$ cat src/rtl/sc_scbc_reg_pkg.sv
// Shared GSR/sequencer types: ULPI sequencer state encoding and pin decode.
package sc_scbc_reg_pkg;

    typedef enum logic [2:0] {
        OFF        = 3'd0,
        PWR_SETTLE = 3'd1,
        RST_PULSE  = 3'd2,
        WAIT_CLK   = 3'd3,
        READY      = 3'd4,
        ERROR      = 3'd5
    } scbcUlpiSeqState_t;

    // {PWRDWNB, RSTB} driven to the PHY in each state
    function automatic logic [1:0] seq_pins(scbcUlpiSeqState_t s);
        case (s)
            PWR_SETTLE, RST_PULSE: seq_pins = 2'b10;
            WAIT_CLK, READY:       seq_pins = 2'b11;
            default:               seq_pins = 2'b00;
        endcase
    endfunction

endpackage

$ cat src/rtl/sc_scbc_ulpi_seq_if.sv
// GSR-side control/status bundle of the ULPI sequencer.
interface sc_scbc_ulpi_seq_if;
    import sc_scbc_reg_pkg::*;

    logic              START_REQ;
    logic              STOP_REQ;
    logic              SRST_REQ;
    scbcUlpiSeqState_t SEQ_STATE;
    logic              PHY_READY;
    logic              SEQ_BUSY;
    logic              ERR_TIMEOUT;
    logic              ERR_CLKLOST;
    logic              SEQ_EVENT;

    modport master (
        output START_REQ, STOP_REQ, SRST_REQ,
        input  SEQ_STATE, PHY_READY, SEQ_BUSY, ERR_TIMEOUT, ERR_CLKLOST, SEQ_EVENT
    );

    modport slave (
        input  START_REQ, STOP_REQ, SRST_REQ,
        output SEQ_STATE, PHY_READY, SEQ_BUSY, ERR_TIMEOUT, ERR_CLKLOST, SEQ_EVENT
    );
endinterface

$ cat src/rtl/sc_scbc_sync.sv
// Two-flop synchroniser for asynchronous level inputs; resets to zero.
module sc_scbc_sync #(
    parameter int unsigned WIDTH = 1
) (
    input  logic             clk,
    input  logic             rst_n,
    input  logic [WIDTH-1:0] d,
    output logic [WIDTH-1:0] q
);

    logic [WIDTH-1:0] meta;

    always_ff @(posedge clk) begin
        if (!rst_n) begin
            meta <= '0;
            q    <= '0;
        end else begin
            meta <= d;
            q    <= meta;
        end
    end

endmodule

$ cat src/rtl/sc_scbc_ulpi_seq.sv
// ULPI PHY power-up/reset sequencer: turns GSR requests into timed PWRDWNB/RSTB
// sequences, waits for the PHY clock and reports timeout/clock-loss errors.
module sc_scbc_ulpi_seq
    import sc_scbc_reg_pkg::*;
#(
    parameter int unsigned CNT_WIDTH   = 16,
    parameter int unsigned PWR_CYCLES  = 1000,
    parameter int unsigned RST_CYCLES  = 100,
    parameter int unsigned CLK_TIMEOUT = 50000
) (
    input  logic              SYSCLK,
    input  logic              SYSRSTB,
    input  logic              ULPI_CLKSTATE,
    output logic              ULPI_PWRDWNB,
    output logic              ULPI_RSTB,
    sc_scbc_ulpi_seq_if.slave gsr
);

    localparam logic [CNT_WIDTH-1:0] PWR_LOAD = CNT_WIDTH'(PWR_CYCLES - 1);
    localparam logic [CNT_WIDTH-1:0] RST_LOAD = CNT_WIDTH'(RST_CYCLES - 1);
    localparam logic [CNT_WIDTH-1:0] CLK_LOAD = CNT_WIDTH'(CLK_TIMEOUT - 1);

    scbcUlpiSeqState_t    state_q, state_d;
    logic [CNT_WIDTH-1:0] cnt_q, cnt_d;
    logic                 err_to_d, err_cl_d, event_d;
    logic [1:0]           pins_d;
    logic                 clk_s;

    sc_scbc_sync #(.WIDTH(1)) u_sync (
        .clk   (SYSCLK),
        .rst_n (SYSRSTB),
        .d     (ULPI_CLKSTATE),
        .q     (clk_s)
    );

    assign gsr.SEQ_STATE = state_q;

    // State, counter, sticky flags and pins, all taken from next-state values
    always_ff @(posedge SYSCLK) begin
        if (!SYSRSTB) begin
            state_q         <= OFF;
            cnt_q           <= '0;
            ULPI_PWRDWNB    <= 1'b0;
            ULPI_RSTB       <= 1'b0;
            gsr.PHY_READY   <= 1'b0;
            gsr.SEQ_BUSY    <= 1'b0;
            gsr.ERR_TIMEOUT <= 1'b0;
            gsr.ERR_CLKLOST <= 1'b0;
            gsr.SEQ_EVENT   <= 1'b0;
        end else begin
            state_q         <= state_d;
            cnt_q           <= cnt_d;
            ULPI_PWRDWNB    <= pins_d[1];
            ULPI_RSTB       <= pins_d[0];
            gsr.PHY_READY   <= (state_d == READY);
            gsr.SEQ_BUSY    <= (state_d == PWR_SETTLE) || (state_d == RST_PULSE) ||
                               (state_d == WAIT_CLK);
            gsr.ERR_TIMEOUT <= err_to_d;
            gsr.ERR_CLKLOST <= err_cl_d;
            gsr.SEQ_EVENT   <= event_d;
        end
    end

    // Next state; STOP wins everything, clock presence wins over timeout/soft reset
    always_comb begin
        state_d  = state_q;
        cnt_d    = (cnt_q == '0) ? '0 : cnt_q - CNT_WIDTH'(1);
        err_to_d = gsr.ERR_TIMEOUT;
        err_cl_d = gsr.ERR_CLKLOST;
        event_d  = 1'b0;

        if (gsr.STOP_REQ) begin
            state_d  = OFF;
            cnt_d    = '0;
            err_to_d = 1'b0;
            err_cl_d = 1'b0;
        end else begin
            case (state_q)
                OFF: begin
                    if (gsr.START_REQ) begin
                        state_d = PWR_SETTLE;
                        cnt_d   = PWR_LOAD;
                    end
                end
                PWR_SETTLE, RST_PULSE: begin
                    if (cnt_q == '0) begin
                        state_d = WAIT_CLK;
                        cnt_d   = CLK_LOAD;
                    end
                end
                WAIT_CLK: begin
                    if (clk_s) begin
                        state_d = READY;
                        event_d = 1'b1;
                    end else if (cnt_q == '0) begin
                        state_d  = ERROR;
                        err_to_d = 1'b1;
                        event_d  = 1'b1;
                    end
                end
                READY: begin
                    if (!clk_s) begin
                        state_d  = ERROR;
                        err_cl_d = 1'b1;
                        event_d  = 1'b1;
                    end else if (gsr.SRST_REQ) begin
                        state_d = RST_PULSE;
                        cnt_d   = RST_LOAD;
                    end
                end
                ERROR: begin
                    if (gsr.START_REQ) begin
                        state_d  = PWR_SETTLE;
                        cnt_d    = PWR_LOAD;
                        err_to_d = 1'b0;
                        err_cl_d = 1'b0;
                    end
                end
                default: begin
                    state_d = OFF;
                    cnt_d   = '0;
                end
            endcase
        end

        pins_d = seq_pins(state_d);
    end

endmodule

$ cat src/flat_wrapper.sv
// flat-port wrapper written by rule: the top's interface ports become plain ports
module sc_scbc_ulpi_seq_flat import sc_scbc_reg_pkg::*;
#(
    parameter int unsigned CNT_WIDTH   = 16,
    parameter int unsigned PWR_CYCLES  = 1000,
    parameter int unsigned RST_CYCLES  = 100,
    parameter int unsigned CLK_TIMEOUT = 50000
)
  (SYSCLK, SYSRSTB, ULPI_CLKSTATE, ULPI_PWRDWNB, ULPI_RSTB, gsr_START_REQ, gsr_STOP_REQ, gsr_SRST_REQ, gsr_SEQ_STATE, gsr_PHY_READY, gsr_SEQ_BUSY, gsr_ERR_TIMEOUT, gsr_ERR_CLKLOST, gsr_SEQ_EVENT);
  sc_scbc_ulpi_seq_if gsr_i ();
  input  logic SYSCLK;
  input  logic SYSRSTB;
  input  logic ULPI_CLKSTATE;
  output logic ULPI_PWRDWNB;
  output logic ULPI_RSTB;
  input wire logic [$bits(gsr_i.START_REQ)-1:0] gsr_START_REQ;
  input wire logic [$bits(gsr_i.STOP_REQ)-1:0] gsr_STOP_REQ;
  input wire logic [$bits(gsr_i.SRST_REQ)-1:0] gsr_SRST_REQ;
  output wire logic [$bits(gsr_i.SEQ_STATE)-1:0] gsr_SEQ_STATE;
  output wire logic [$bits(gsr_i.PHY_READY)-1:0] gsr_PHY_READY;
  output wire logic [$bits(gsr_i.SEQ_BUSY)-1:0] gsr_SEQ_BUSY;
  output wire logic [$bits(gsr_i.ERR_TIMEOUT)-1:0] gsr_ERR_TIMEOUT;
  output wire logic [$bits(gsr_i.ERR_CLKLOST)-1:0] gsr_ERR_CLKLOST;
  output wire logic [$bits(gsr_i.SEQ_EVENT)-1:0] gsr_SEQ_EVENT;
  assign gsr_i.START_REQ = gsr_START_REQ;
  assign gsr_i.STOP_REQ = gsr_STOP_REQ;
  assign gsr_i.SRST_REQ = gsr_SRST_REQ;
  assign gsr_SEQ_STATE = gsr_i.SEQ_STATE;
  assign gsr_PHY_READY = gsr_i.PHY_READY;
  assign gsr_SEQ_BUSY = gsr_i.SEQ_BUSY;
  assign gsr_ERR_TIMEOUT = gsr_i.ERR_TIMEOUT;
  assign gsr_ERR_CLKLOST = gsr_i.ERR_CLKLOST;
  assign gsr_SEQ_EVENT = gsr_i.SEQ_EVENT;
  sc_scbc_ulpi_seq #(.CNT_WIDTH(CNT_WIDTH), .PWR_CYCLES(PWR_CYCLES), .RST_CYCLES(RST_CYCLES), .CLK_TIMEOUT(CLK_TIMEOUT)) u_core (.SYSCLK(SYSCLK), .SYSRSTB(SYSRSTB), .ULPI_CLKSTATE(ULPI_CLKSTATE), .ULPI_PWRDWNB(ULPI_PWRDWNB), .ULPI_RSTB(ULPI_RSTB), .gsr(gsr_i));
endmodule
$ cat config.mk
export PLATFORM = sky130hd
export DESIGN_NAME = sc_scbc_ulpi_seq_flat
export DESIGN_NICKNAME = d
export VERILOG_FILES = /design/src/rtl/sc_scbc_reg_pkg.sv /design/src/rtl/sc_scbc_ulpi_seq_if.sv /design/src/rtl/sc_scbc_sync.sv /design/src/rtl/sc_scbc_ulpi_seq.sv /design/src/flat_wrapper.sv
export SDC_FILE = /design/constraint.sdc
export NUM_CORES = 1
export LEC_CHECK = 0
export CORE_MARGIN = 4
export CORE_UTILIZATION = 52
export CTS_BUF_LIST = sky130_fd_sc_hd__clkbuf_4 sky130_fd_sc_hd__clkbuf_8
export CTS_CLUSTER_DIAMETER = 150
export DETAILED_ROUTE_END_ITERATION = 8
export PLACE_DENSITY = 0.79
export REMOVE_ABC_BUFFERS = 1
export SYNTH_ARGS = -nofsm -noshare
export SYNTH_HDL_FRONTEND = slang
export SYNTH_SLANG_ARGS = --single-unit
$ cat constraint.sdc
create_clock -name SYSCLK -period 1.8 [get_ports SYSCLK]
set_input_delay 0.36 -clock SYSCLK [delete_from_list [all_inputs] [get_ports SYSCLK]]
set_output_delay 0.36 -clock SYSCLK [all_outputs]
set_load 0.02 [all_outputs]
### After elaboration in Yosys (flattened, before gate mapping)

Cells that the tools add are included.

* flip-flop bits (word level): 28
* bits of input ports: 6
* output and inout bits: 10
* word-level logic and storage cells: 64

* $add $sub $neg: 1
* eq/ne operators: 13
* mux-type cells: 25
* bitwise gates (word level): 1
* reduce and logical (&&, ||, !) cells: 13

Operators by type and width (count)
* 16-bit two-way mux: 5
* 16-bit one-hot mux with 4 select lines: 1
* 3-bit two-way mux: 7
* 16-bit zero test: 1
* 16-bit by 1-bit subtractor with 16-bit output, second input constant: 1
* 3-bit by 2-bit == test with 1-bit output, second input constant: 4
* 3-bit one-hot mux with 4 select lines: 1
* 2-bit OR reduction: 5
* 3-bit == test, second input constant: 3
* 1-bit two-way mux: 7
* 3-bit by 1-bit == test with 1-bit output, second input constant: 2
* 2-bit inequality test, second input constant: 3
* 1-bit one-hot mux with 2 select lines: 3
* 2-bit one-hot mux with 2 select lines: 1
* 4-bit AND reduction: 1
* 2-bit nonzero test: 2
* 3-bit zero test: 1
* 3-bit AND reduction: 1
* 1-bit logical OR: 2
* 2-bit by 1-bit inequality test with 1-bit output, second input constant: 1
* 1-bit inverter: 1

### Depth between registers and ports, before layout

Gate-level depths: netlist of run 1.

* depth after elaboration: 8
* depth in mapped cells: 8
* gate-level depth less buffers: 8

### Modules after synthesis

From an unflattened synthesis of run 1, not the netlist that was laid out.

* cells, all modules: 185
* area total of the unflattened synthesis: 1556.5 sq um

Modules (own cells, without submodules)
* sc_scbc_ulpi_seq: instances 1, cells an instance 181, area each 1503.9 sq um, seq. area each 520.5 sq um
* sc_scbc_sync: instances 1, cells an instance 4, area each 52.6 sq um, seq. area each 40.0 sq um

### Worst setup path before layout of run 1

Ideal clock, no wire load.

* kind: register to register
* from: reg u_core.cnt_q[0]
* to: reg u_core.ULPI_RSTB
* library setup time: 0.119 ns
* arrival: 1.668 ns
* data required time: 1.681 ns
* setup slack: 0.013 ns
* stages on the path, launching flop included: 9
* path buffers: 0
* clock period less this slack: 1.787 ns
* cells stage by stage: dfxtp_1 > inv_1 > ha_1 > nor3b_1 > and4b_4 > nand2_4 > a31oi_4 > mux2i_1 > nor2_1

* longest elaborated chain between the ends: 8
* elaborated cells between the ends (all ways): 13
* classes of those cells: 4 x eq/ne; 6 x mux; 3 x reduce/logical

RTL lines
* start: declaration: RTL line sc_scbc_ulpi_seq.sv:24 `logic [CNT_WIDTH-1:0] cnt_q, cnt_d;`
* start signal: assignment: RTL line sc_scbc_ulpi_seq.sv:52 `cnt_q <= cnt_d;`
* 16-bit zero test (*): RTL line sc_scbc_ulpi_seq.sv:86, sc_scbc_ulpi_seq.sv:95
* 3-bit two-way mux: RTL line sc_scbc_ulpi_seq.sv:95 `end else if (cnt_q == '0) begin`
* 3-bit two-way mux: RTL line sc_scbc_ulpi_seq.sv:92 `if (clk_s) begin`
* 3-bit one-hot mux with 4 select lines (*): RTL line sc_scbc_ulpi_seq.sv:78 `case (state_q)`
* 3-bit two-way mux (*): RTL line sc_scbc_ulpi_seq.sv:72 `if (gsr.STOP_REQ) begin`
* 3-bit by 2-bit == test with 1-bit output (tied with other cells): RTL line sc_scbc_reg_pkg.sv:15 `case (s)`
* 2-bit OR reduction: RTL line sc_scbc_reg_pkg.sv:15
* 2-bit one-hot mux with 2 select lines (*): RTL line sc_scbc_reg_pkg.sv:15
* end signal: assignment: RTL line sc_scbc_ulpi_seq.sv:54 `ULPI_RSTB <= pins_d[0];`
* end: declaration: RTL line sc_scbc_ulpi_seq.sv:15 `output logic ULPI_RSTB,`

Every way passes the cells marked *; elsewhere a longest branch is shown, timed or not.
A chain may end at the register's enable or synchronous reset.

### Final worst setup path of run 1

* from: reg u_core.cnt_q[0]
* to: reg u_core.cnt_q[0]

* longest elaborated chain between the ends: 5
* elaborated cells between the ends (all ways): 8
* classes of those cells: 1 x add/sub; 6 x mux; 1 x reduce/logical

RTL lines
* 16-bit by 1-bit subtractor with 16-bit output / 16-bit zero test (equally long branches): RTL line sc_scbc_ulpi_seq.sv:67, sc_scbc_ulpi_seq.sv:86
* 16-bit two-way mux: RTL line sc_scbc_ulpi_seq.sv:67 `cnt_d = (cnt_q == '0) ? '0 : cnt_q - CNT_WIDTH'(1);`
* 16-bit two-way mux: RTL line sc_scbc_ulpi_seq.sv:106 `end else if (gsr.SRST_REQ) begin`
* 16-bit two-way mux: RTL line sc_scbc_ulpi_seq.sv:102 `if (!clk_s) begin`
* 16-bit one-hot mux with 4 select lines (*): RTL line sc_scbc_ulpi_seq.sv:78

Marks and branches as above.

==> results of run 1 <==
layout by cell type, fill, tap and decap left out, types with 6 or more instances in the layout:
cell type                         Yosys  layout
sky130_fd_sc_hd__xnor2_1              7       7
sky130_fd_sc_hd__nor2_1              20      18
sky130_fd_sc_hd__a21oi_1             12      10
sky130_fd_sc_hd__clkdlybuf4s50_1      0      12
sky130_fd_sc_hd__nand2_1             14      13
sky130_fd_sc_hd__buf_4                0      36
sky130_fd_sc_hd__dfxtp_2              0       6
sky130_fd_sc_hd__nor3_1               8       7
sky130_fd_sc_hd__dfxtp_1             28      20
sky130_fd_sc_hd__o21ai_0             10       8
per-layer routing:
layer	global-route usage [%]	vias up	wire length, microns
li1	-	720	-
met1	24.91	703	1587
met2	41.26	38	1943
met3	4.612	11	137
met4	8.485	0	98
met5	0	-	0
through the flow:
stage | worst slack (ns) | hold WS, ns | cells | TNS, ns | utilization (%)
after global routing | -0.07168 | 0.4866 | 254 | -0.2917 | 75.54
after CTS | 0.008990 | 0.4571 | 250 | 0 | 70.96
final | 0.02815 | 0.4536 | 254 | 0 | 75.54
after floorplan | -0.1027 | 0.4118 | 168 | -0.2860 | -
after global placement | -0.04993 | 0.4162 | 244 | -0.1024 | 68.47
after detailed placement | -0.1262 | 0.4196 | 244 | -0.9902 | 68.47
cell type report:
class / count / area (sq um)
Clock buffer: 4 / 36.28
Fill cell: 206 / 674.4
Inverter: 6 / 22.52
Multi-Input combinational cell: 134 / 993.5
Sequential cell: 28 / 575.6
Tap cell: 31 / 38.79
Timing Repair Buffer: 51 / 416.7
logic make-up after synthesis:
kind of cell	count (synthesis)	share of synthesized area [%]
adder cells (fa/ha/maj)	2	1.672
AND/OR/NAND/NOR	74	29.43
AO/OA/AOI/OAI	47	21.91
XOR/XNOR	10	5.853
multiplexers	1	0.6689
buffers and inverters	11	3.010
flip-flops	28	37.46
where the power goes:
group          internal [W]  switching (W)  leakage [nW]
Sequential         0.000670      0.0000598         0.232
Clock              0.000124       0.000188        0.0210
Combinational      0.000466       0.000434         0.603
repair_timing:
item / in CTS / in global routing
resized for setup: 12 / 25
endpoints found under the hold margin: 0 / 0
setup buffers: 2 / 4
endpoints found under the setup margin: 15 / 18
pin swaps: 2 / 14
worst max-delay path: cells and delay by family, from the launching register on:
kind	cells	cell delay [ns]
flops	1	0.36
simple gates	4	0.61
buf+inv	3	0.37
compound gates	2	0.24
fa+ha+maj	1	0.13
final timing paths:
check                    end  slack, ns  depth (start not counted)
min reg2reg  u_core.u_sync.q       0.45                          1
min          u_core.u_sync.q       0.45                          1
max reg2reg  u_core.cnt_q[0]       0.03                         10
max          u_core.cnt_q[0]       0.03                         10
==> results.sh, run 1 <==
export IMPL_synth_avg_cell_area_sq_um=8.650
export IMPL_dr_total_vias=1472
export IMPL_placementRows=19
export IMPL_ant_nets=0
export IMPL_synthesis_instances=173
export IMPL_grt_overflow=0
export IMPL_drv_slew=0
export IMPL_worstPathRequired_ns=2.08
export IMPL_hold_start="u_core.u_sync.meta"
export IMPL_crit_path_start="u_core.cnt_q[0]"
export IMPL_crit_slowest_cell="sky130_fd_sc_hd__dfxtp_2"
export IMPL_fp_dieW_microns=61.65
export IMPL_max_cap_violations=0
export IMPL_crit_reg2reg_launch="u_core.cnt_q[0]"
export IMPL_leakagePower_nw=0.8566
export IMPL_dp_hpwl_mm=2.873
export IMPL_place_congestion=0.8925
export IMPL_cp_max_fo=4
export IMPL_core_sq_mm=0.002758
export IMPL_first_global_vias=1463
export IMPL_max_stage_delay_ns=0.36
export IMPL_grt_start_max_net_pins=16
export IMPL_layout_stage_area_growth_over_the_synthesis_result_pct=39.21
export IMPL_power_density_cell_area_mw_per_mm2=932.2
export IMPL_worstHoldPathType="reg -> reg"
export IMPL_post_synth_top_area_fraction_pct=37.46
export IMPL_final_layout_size_suffix_gt1_share_pct=34.53
export IMPL_timing_critical_path_mode_cell="sky130_fd_sc_hd__buf_4"
export IMPL_initial_util_pct=54.26
export IMPL_cts_tree="yes"
export IMPL_post_dp_cell_area_sq_mm=0.001888
export IMPL_ctsRootBufferMaster="sky130_fd_sc_hd__clkbuf_4"
export IMPL_setup_crit_end_kind="flop"
export IMPL_ys_seq_elements=28
export IMPL_synthArstFlopShare_pct=0
export IMPL_run_status="finished, final reports clean"
export IMPL_grt_first_pass_wirelength_mm=6.341
export IMPL_max_flop_register="u_core.cnt_q"
export IMPL_power_ir_vdd_worst_v=0.0007816
export IMPL_grtUsageTotal_pct=22.38
export IMPL_finish_net_count=232
export IMPL_yosysTopAreaCell="sky130_fd_sc_hd__dfxtp_1"
export IMPL_drc=0
export IMPL_ctsHoldBuffers=0
export IMPL_diodes=0
export IMPL_placement_io_buffers=15
export IMPL_yosys_top_cells_count="28 x sky130_fd_sc_hd__dfxtp_1, 20 x sky130_fd_sc_hd__nor2_1, 14 x sky130_fd_sc_hd__nand2_1"
export IMPL_timing_worst_slew_pin_value_ns=0.4000
export IMPL_synth_top_area_cells="sky130_fd_sc_hd__dfxtp_1 37%, sky130_fd_sc_hd__nor2_1 5.0%, sky130_fd_sc_hd__nor4_4 4.3%, sky130_fd_sc_hd__xnor2_1 4.1%, sky130_fd_sc_hd__a21oi_1 4.0%"
export IMPL_crit_path_start_kind="flop"
export IMPL_timing_hold_violations_final=0
export IMPL_grt_antenna_before_repair=0
export IMPL_synth_area_sq_mm=0.001496
export IMPL_critical_path_arrival_ns=2.05
export IMPL_ys_dominant_reg_cell="sky130_fd_sc_hd__dfxtp_1"
export IMPL_path_clk_slew_ns=0.15
export IMPL_final_setup_viol_count=0
export IMPL_ctsLongestPathBuffers=2
export IMPL_max_slew_margin_rel_pct=73.30
export IMPL_insertion_delay_ns=0.34
export IMPL_seq_area_frac_synth_pct=37.46
export IMPL_design_die_area_sq_mm=0.003800
export IMPL_ctsHtreeMaxLevel=1
export IMPL_fin_skew_ns=0.009114
export IMPL_synth_warnings=0
export IMPL_via_per_inst=5.795
export IMPL_synth_edf_count=0
export IMPL_cts_made_buffers=3
export IMPL_floorplan_io_pins=16
export IMPL_flip_flop_count_of_the_largest_register_all_copies_and_words_added=16
export IMPL_dr_first_iter_drc_count=111
export IMPL_max_freq_ghz=0.5644
export IMPL_path_cells="inv_2, ha_4, nor3b_4, buf_4, nand4b_1, nor2_2, buf_4, nand2_2, a21boi_1, o21ai_1"
export IMPL_clock_sink_count=28
export IMPL_finish_instance_area_sq_mm=0.002083
export IMPL_wl_per_cell_microns=14.83
export IMPL_first_pass_iters=4
export IMPL_yosys_cell_count_top_type="sky130_fd_sc_hd__dfxtp_1"
export IMPL_floorplan_die_height_microns=61.65
export IMPL_p_total_w=0.001942
export IMPL_wl_final_mm=3.766
export IMPL_finalCriticalPeriod_ns=1.772
export IMPL_grt_setup_unrepaired="true"
export IMPL_layout_worst_path_cycle_share_pct=98.44
export IMPL_type_of_the_worst_setup_path="reg -> reg"
export IMPL_synthDistinctLibCells=48
(Power assumes the default switching activity.)
==> run 2: changes to the inputs <==
--- a/config.mk
+++ b/config.mk
@@ -10,6 +10,7 @@
 export CTS_BUF_LIST = sky130_fd_sc_hd__clkbuf_4 sky130_fd_sc_hd__clkbuf_8
 export CTS_CLUSTER_DIAMETER = 150
 export DETAILED_ROUTE_END_ITERATION = 8
+export HOLD_SLACK_MARGIN = 0.15
 export PLACE_DENSITY = 0.79
 export REMOVE_ABC_BUFFERS = 1
 export SYNTH_ARGS = -nofsm -noshare
==> results of run 2 <==
Same layout as run 1: the final DEF is identical, and so are final timing and power.
==> run 3: changes to the inputs <==
--- a/config.mk
+++ b/config.mk
@@ -6,12 +6,12 @@
 export NUM_CORES = 1
 export LEC_CHECK = 0
 export CORE_MARGIN = 4
-export CORE_UTILIZATION = 52
+export CORE_UTILIZATION = 30
 export CTS_BUF_LIST = sky130_fd_sc_hd__clkbuf_4 sky130_fd_sc_hd__clkbuf_8
 export CTS_CLUSTER_DIAMETER = 150
 export DETAILED_ROUTE_END_ITERATION = 8
 export HOLD_SLACK_MARGIN = 0.15
-export PLACE_DENSITY = 0.79
+export PLACE_DENSITY_LB_ADDON = 0.25
 export REMOVE_ABC_BUFFERS = 1
 export SYNTH_ARGS = -nofsm -noshare
 export SYNTH_HDL_FRONTEND = slang
==> results.sh, run 3 (synthesis results as in run 1) <==
export IMPL_floorplan_die_height_microns=78.63
export IMPL_mostFrequentLayoutCells="39 x sky130_fd_sc_hd__buf_4, 22 x sky130_fd_sc_hd__dfxtp_1, 17 x sky130_fd_sc_hd__nor2_1"
export IMPL_worstHoldPathType="reg -> reg"
export IMPL_cts_tree="yes"
export IMPL_fin_skew_ns=0.01045
export IMPL_max_cap_violations=0
export IMPL_final_setup_viol_count=0
export IMPL_via_per_inst=4.737
export IMPL_crit_slowest_cell="sky130_fd_sc_hd__a221o_1"
export IMPL_dp_hpwl_mm=2.686
export IMPL_globalRouteMet3Util_pct=2.752
export IMPL_grt_setup_unrepaired="true"
export IMPL_grt_start_max_net_pins=17
export IMPL_design_die_area_sq_mm=0.006182
export IMPL_clock_sink_count=28
export IMPL_worst_path_buf_inv=1
export IMPL_post_place_ws_ns=-0.09807
export IMPL_max_flop_register="u_core.cnt_q"
export IMPL_finish_cell_count_without_fillers=293
export IMPL_wl_final_mm=3.605
export IMPL_critical_path_arrival_ns=1.97
export IMPL_fp_dieW_microns=78.63
export IMPL_nFillCells=478
export IMPL_max_freq_ghz=0.5562
export IMPL_dr_total_vias=1388
export IMPL_grt_overflow=0
export IMPL_max_slew_margin_rel_pct=67.79
export IMPL_place_congestion=0.8347
export IMPL_drv_slew=0
export IMPL_grtUsageTotal_pct=12.41
export IMPL_met2_demand_to_capacity_share_in_global_routing_pct=21.31
export IMPL_type_of_the_worst_setup_path="reg -> reg"
export IMPL_path_clk_slew_ns=0.10
export IMPL_drc=0
export IMPL_leakagePower_nw=0.8866
export IMPL_initial_util_pct=31.27
export IMPL_insertion_delay_ns=0.28
export IMPL_diodes=0
export IMPL_dr_first_iter_drc_count=65
export IMPL_ctsHtreeMaxLevel=1
export IMPL_cts_made_buffers=3
export IMPL_global_route_usage_met1_pct=15.98
export IMPL_timing_hold_violations_final=0
export IMPL_timing_worst_slew_pin_value_ns=0.4788
export IMPL_first_pass_iters=4
export IMPL_ant_nets=0
export IMPL_power_ir_vdd_worst_v=0.0004435
export IMPL_flip_flop_count_of_the_largest_register_all_copies_and_words_added=16
export IMPL_gr_max_usage_layer="met2"
export IMPL_floorplan_io_pins=16
export IMPL_worstPathRequired_ns=1.97
export IMPL_run_status="finished, final reports clean"
export IMPL_finalCriticalPeriod_ns=1.798
export IMPL_mostFrequentLayoutCell="sky130_fd_sc_hd__buf_4"
export IMPL_max_stage_delay_ns=0.35
export IMPL_wl_per_cell_microns=12.30
export IMPL_grt_first_pass_wirelength_mm=6.230
export IMPL_placementRows=25
export IMPL_crit_path_start_kind="flop"
export IMPL_path_cells="inv_2, ha_4, nor3b_4, and4b_4, a21oi_4, a221o_1, mux2i_1, nor2_1"
export IMPL_critPathTopFamily="simple AND/OR/NAND/NOR gates"
export IMPL_placement_io_buffers=15
export IMPL_final_layout_size_suffix_gt1_share_pct=32.30
export IMPL_cp_max_fo=3
export IMPL_layout_worst_path_cycle_share_pct=99.88
export IMPL_setup_crit_end_kind="flop"
export IMPL_core_sq_mm=0.004786
export IMPL_final_setup_worst_slack_ns=0.002168
export IMPL_ctsLongestPathBuffers=2
export IMPL_layout_stage_area_growth_over_the_synthesis_result_pct=43.73
export IMPL_holdWs_ns=0.4403
export IMPL_grt_antenna_before_repair=0
export IMPL_power_density_cell_area_mw_per_mm2=955.7
export IMPL_number_of_placed_instances_taps_included=286
export IMPL_first_global_vias=1356
export IMPL_finish_net_count=235
export IMPL_ctsRootBufferMaster="sky130_fd_sc_hd__clkbuf_8"
[run 3: where the power goes]
group / internal [W] / switching [W]
Clock: 0.000298 / 0.000207
Combinational: 0.000424 / 0.000406
Sequential: 0.000668 / 0.0000525
[run 3: what timing repair did]
item                       in CTS  in global routing
gates resized for setup         6                 18
hold buffers                    0                  0
pin swaps                       2                 13
setup buffers                   0                  3
setup endpoints to repair      15                 14
[run 3: area by class of cell]
type | count | area [sq um] | share of cell area [%]
Clock buffer | 3 | 41.29 | 1.920
Tap cell | 67 | 83.83 | 3.898
Inverter | 6 | 22.52 | 1.047
Multi-Input combinational cell | 134 | 957.2 | 44.50
Sequential cell | 28 | 570.5 | 26.53
Timing Repair Buffer | 54 | 445.4 | 20.71
Clock inverter | 1 | 30.03 | 1.396
[run 3: metrics by stage]
step | TNS [ns] | power [W] | area [sq um] | util [%]
after detailed placement | -0.5385 | 0.001475 | 1978 | 41.33
after CTS | 0 | 0.001997 | 2066 | 43.16
final | 0 | 0.002056 | 2151 | 44.94
after floorplan | -0.2860 | 0.001193 | 1474 | -
after global routing | -0.4165 | 0.002198 | 2151 | 44.94
after global placement | -0.5156 | 0.001481 | 1978 | 41.33
[run 3: worst paths after layout]
kind | start | to | slack (ns) | depth (start not counted)
worst max-delay path | u_core.cnt_q[1] | u_core.ULPI_RSTB | 0.002 | 8
worst min-delay path | u_core.u_sync.meta | u_core.u_sync.q | 0.44 | 1
worst max register to register | u_core.cnt_q[1] | u_core.ULPI_RSTB | 0.002 | 8
worst min register to register | u_core.u_sync.meta | u_core.u_sync.q | 0.44 | 1
[run 3: per-layer routing]
layer  part of all wire [%]  up-vias  wire length (microns)
met5                      0        -                      0
met4                   0.22        0                      8
met3                    3.4        2                    122
met2                     49       26                   1756
met1                     48      635                   1717
li1                       -      725                      -
